===== src/rtl/if_fetch_stage.sv =====
// Instruction-fetch stage: owns the PC, issues one read at a time to a
// variable-latency instruction memory and feeds IF/ID one instruction or bubble per cycle.
module if_fetch_stage #(
    parameter logic [31:0] RESET_PC = 32'h0000_0000,
    parameter logic [31:0] NOP_INST = 32'h0000_0000
) (
    input  logic        clk,
    input  logic        rst,
    input  logic        freeze,
    input  logic        branchTaken,
    input  logic [31:0] branchAddr,
    output logic        imem_req,
    output logic [31:0] imem_addr,
    input  logic        imem_ready,
    input  logic [31:0] imem_rdata,
    output logic [31:0] PCout,
    output logic [31:0] instOut,
    output logic        instValid
);

    localparam logic [1:0] REQ  = 2'd0;
    localparam logic [1:0] WAIT = 2'd1;
    localparam logic [1:0] HOLD = 2'd2;
    localparam logic [1:0] DROP = 2'd3;

    logic [1:0]  state, state_nxt;
    logic [31:0] pc, pc_nxt, pc_plus4;
    logic [31:0] skInst, sk_nxt;
    logic [31:0] load_inst;
    logic        load;

    assign pc_plus4  = pc + 32'd4;
    assign imem_req  = (state == REQ) & ~rst;
    assign imem_addr = pc;

    always_comb begin
        // NOTE: every signal written here gets a default first, so no path can leave one unassigned and infer a latch.
        state_nxt = state;
        pc_nxt    = pc;
        sk_nxt    = skInst;
        load      = 1'b0;
        load_inst = imem_rdata;
        case (state)
            REQ: begin
                if (branchTaken) begin
                    pc_nxt    = branchAddr;
                    state_nxt = DROP;
                end else begin
                    state_nxt = WAIT;
                end
            end
            WAIT: begin
                if (branchTaken) begin
                    pc_nxt    = branchAddr;
                    state_nxt = imem_ready ? REQ : DROP;
                end else if (imem_ready && !freeze) begin
                    load      = 1'b1;
                    pc_nxt    = pc_plus4;
                    state_nxt = REQ;
                end else if (imem_ready) begin
                    sk_nxt    = imem_rdata;
                    state_nxt = HOLD;
                end
            end
            HOLD: begin
                if (branchTaken) begin
                    pc_nxt    = branchAddr;
                    state_nxt = REQ;
                end else if (!freeze) begin
                    load      = 1'b1;
                    load_inst = skInst;
                    pc_nxt    = pc_plus4;
                    state_nxt = REQ;
                end
            end
            DROP: begin
                // The stale reply retires the request even if a new redirect lands on the same edge.
                if (branchTaken) pc_nxt = branchAddr;
                if (imem_ready)  state_nxt = REQ;
            end
            default: state_nxt = REQ;
        endcase
    end

    always_ff @(posedge clk) begin
        // NOTE: sequential state uses non-blocking assignments so every register samples pre-edge values.
        if (rst) begin
            pc        <= RESET_PC;
            state     <= REQ;
            // NOTE: skInst is data-only and ignored outside HOLD; it is cleared just to keep it deterministic.
            skInst    <= '0;
            PCout     <= '0;
            instOut   <= NOP_INST;
            instValid <= 1'b0;
        end else begin
            pc     <= pc_nxt;
            state  <= state_nxt;
            skInst <= sk_nxt;
            if (branchTaken) begin
                PCout     <= '0;
                instOut   <= NOP_INST;
                instValid <= 1'b0;
            end else if (!freeze) begin
                if (load) begin
                    PCout     <= pc_plus4;
                    instOut   <= load_inst;
                    instValid <= 1'b1;
                end else begin
                    PCout     <= '0;
                    instOut   <= NOP_INST;
                    instValid <= 1'b0;
                end
            end
        end
    end

endmodule

===== config.mk =====
export PLATFORM = sky130hd
export DESIGN_NAME = if_fetch_stage
export DESIGN_NICKNAME = d
export VERILOG_FILES = /design/src/rtl/if_fetch_stage.sv
export SDC_FILE = /design/constraint.sdc
export NUM_CORES = 1
export LEC_CHECK = 0
export ABC_AREA = 1
export ABC_CLOCK_PERIOD_IN_PS = 3000
export CAP_MARGIN = 20
export CORE_ASPECT_RATIO = 1.1
export CORE_MARGIN = 5
export CORE_UTILIZATION = 35
export CTS_CLUSTER_DIAMETER = 80
export CTS_CLUSTER_SIZE = 14
export DETAILED_ROUTE_END_ITERATION = 7
export PLACE_DENSITY = 0.63
export SYNTH_ARGS = -nofsm -noshare
export SYNTH_HDL_FRONTEND = slang
export SYNTH_SLANG_ARGS = --single-unit

===== constraint.sdc =====
create_clock -name clk -period 3 [get_ports clk]
set_clock_uncertainty 0.2 [all_clocks]
set_input_delay 0.75 -clock clk [delete_from_list [all_inputs] [get_ports clk]]
set_output_delay 0.75 -clock clk [all_outputs]
set_load 0.01 [all_outputs]

==> impl_metrics.ini <==
[drt]
antenna_left = 0
drt-initial-drc-count = 365
drc = 0
drt-pass1-iter-count = 5
drt_wl_total_mm = 18.1
vias = 5881
wl_per_cell_um = 14.5
viasPerCell = 4.73

[synthesis]
yosysTopAreaCellShare = 0.424
synth_area_per_cell_um2 = 7.34
yosysMostFrequentCell = nand2_1
synth_edf_count = 0
seq_area_frac_synth = 0.424
synth.distinct_cells = 35
synthTopCellsByArea = dfxtp_1 (42%), nand2_1 (15%), a21oi_1 (8.1%), o21ai_0 (5.8%), inv_1 (3.5%)
yosys_warnings = 0
synthCells = 843
synthArstFlopShare = 0
syn_nets = 918
netlist_area_mm2 = 0.00618
synth_ff_type = dfxtp_1
synth_seq_cells = 131
synth_top_area_cell = dfxtp_1
synth_common_cells = nand2_1 (241), dfxtp_1 (131), a21oi_1 (100), o21ai_0 (72), inv_1 (58)

[worst_setup_path]
critPathLaunchType = input port
critPathBufInv = 2
cp.depth = 3
required_ps = 2050
crit_type = in2out
crit_path_max_fanout = 2
crit_top_cell = clkdlybuf4s50_1
reg2regPathDepth = 9
cp-end-kind = primary output
critical-path-top-delay-family = buffers and inverters
slowest_delay_ps = 590
crit_slowest_cell = clkdlybuf4s50_1
cp.arrival_ps = 1880
worstPathCellList = clkdlybuf4s50_1 > nor2_1 > clkdlybuf4s50_1

[run_status]
status = complete, no violations

[clocking]
cts_setup_buffers = 0
cts_tree = built
cts_max_level = 4
cts_resized = 0
hold_buffers = 0
cts_buffer_depth = 2
cts.sinks = 131
cts_root_buf = clkbuf_16
cts_buffers = 17
insertion_delay_ps = 420
path_clk_slew_ps = 50

[timing]
worst_slack_ps = 172
setup_viol = 0
fin_crit_ps = 2830
fin_setup_tns_ps = 0
fmax_mhz = 354
worst_pin_slew_ps = 565
slew_headroom = 0.623
hold_viol = 0
hold_slack_ps = 245
post-route-period-util = 0.943
rsz0062_at_grt = no
finalMaxSlewViolations = 0

[run]
cap_violations = 0

[floorplanning]
die_width_um = 137
die_height_um = 149
start_util = 0.352
core_area_mm2 = 0.0175
io_pins = 167
placementRows = 51
dieArea_mm2 = 0.0204

[pwr]
switching_power_uw = 1360
combPwrFrac = 0.171
seqPwrFrac = 0.372
leakage_uw = 0.00306
p_sw_frac = 0.263
p_int_uw = 3800
max-vdd-ir-drop_v = 0.000391
p_per_area_mw_per_mm2 = 592
power.share.clock = 0.457

[placement]
place_congestion = 0.883
dp.cells = 1212
dp.final_hpwl_mm = 12.6
port_buffers = 166
post-place-ws_ps = 157

[cells_and_area]
fin_cells = 1243
antenna_cells = 0
fillCellCount = 1745
area_growth_pct = 40.8
final_core_util = 0.496
drive_gt1_frac = 0.112
nNetsFinal = 1068

[grt]
grt_overflow = 0
antenna_found_initial = 0
grt_pass1_wl_mm = 29.3
grt_pass1_vias = 5729
grt_max_degree = 65
grt_util_all_layers = 0.181

[min_path]
min_path_type = reg2reg
min_delay_path_depth = 2
==> final cells by class <==
type	count	area (µm²)	share of cell area
well taps	238	298	0.0342
repair buffers	182	1840	0.211
inverters	62	233	0.0267
clock buffers	22	464	0.0533
multi-input cells	599	3050	0.350
flip-flops and latches	131	2620	0.301
clock inverters	9	201	0.0231
==> power by group through the flow <==
| stage | logic (µW) | registers, µW | clock network [µW] |
|---|---|---|---|
| 3_5_place_dp | 890 | 1950 | 0 |
| 2_1_floorplan | 513 | 1950 | 0 |
| 5_1_grt | 989 | 1930 | 2470 |
| 3_3_place_gp | 888 | 1950 | 0 |
| 6_report | 882 | 1920 | 2360 |
| 4_1_cts | 895 | 1910 | 2400 |
==> cell usage in the layout, fill, tap and decap left out, types with 20 or more instances in the layout <==
cell	n
a21oi_1	100
a21oi_2	20
a22oi_1	21
clkdlybuf4s50_1	165
dfxtp_1	131
inv_1	57
nand2_1	240
nand2_2	24
nand3_1	27
nor2_1	35
o21ai_0	72
==> worst reg2reg max path, stage by stage (launching register included) <==
cell and delay [ps]:
dfxtp_1 340, inv_1 110, ha_1 210, inv_1 90, o21ai_2 130, nand3_1 120
nor2_4 140, buf_4 290, nand2_1 110, a21oi_1 140
==> logic make-up (layout without fill, tap and decap cells) <==
kind of cell / count (synthesis) / in the layout / synth area share
AO/OA/AOI/OAI: 225 / 225 / 0.207
XOR/XNOR: 15 / 15 / 0.0225
adder cells (fa/ha/maj): 6 / 6 / 0.0121
buffers and inverters: 113 / 275 / 0.0848
flip-flops: 131 / 131 / 0.424
AND/OR/NAND/NOR: 353 / 353 / 0.249
==> path summary, 6_finish.rpt <==
check	slack [ps]	end	startpoint
worst max-delay path	170	imem_req	rst
worst min-delay path	240	skInst[30]$_SDFFE_PP0P_	skInst[30]$_SDFFE_PP0P_
worst max register to register	1050	PCout[18]$_SDFFE_PP0N_	state[1]$_SDFFE_PP0P_
worst min register to register	240	skInst[30]$_SDFFE_PP0P_	skInst[30]$_SDFFE_PP0P_
==> metal layers <==
layer,up-vias,routed length (µm),global-route usage
met5,-,0,0
met4,0,226,0.0509
met3,19,1390,0.0563
met2,159,8310,0.291
met1,2660,8140,0.233
li1,3043,-,-
==> sequential cells by signal, indices dropped and copies added, names as in the netlist <==
name	cells
imem_addr	32
instValid	1
instOut	32
PCout	32
skInst	32
state	2
==> stage by stage <==
step                      area (µm²)  power [µW]
after global placement          8040        2840
after CTS                       8710        5210
after global routing            8710        5390
after detailed placement        8040        2840
after floorplan                 6180        2470
final                           8710        5160
Note: power is estimated with default switching activity, not from simulation.
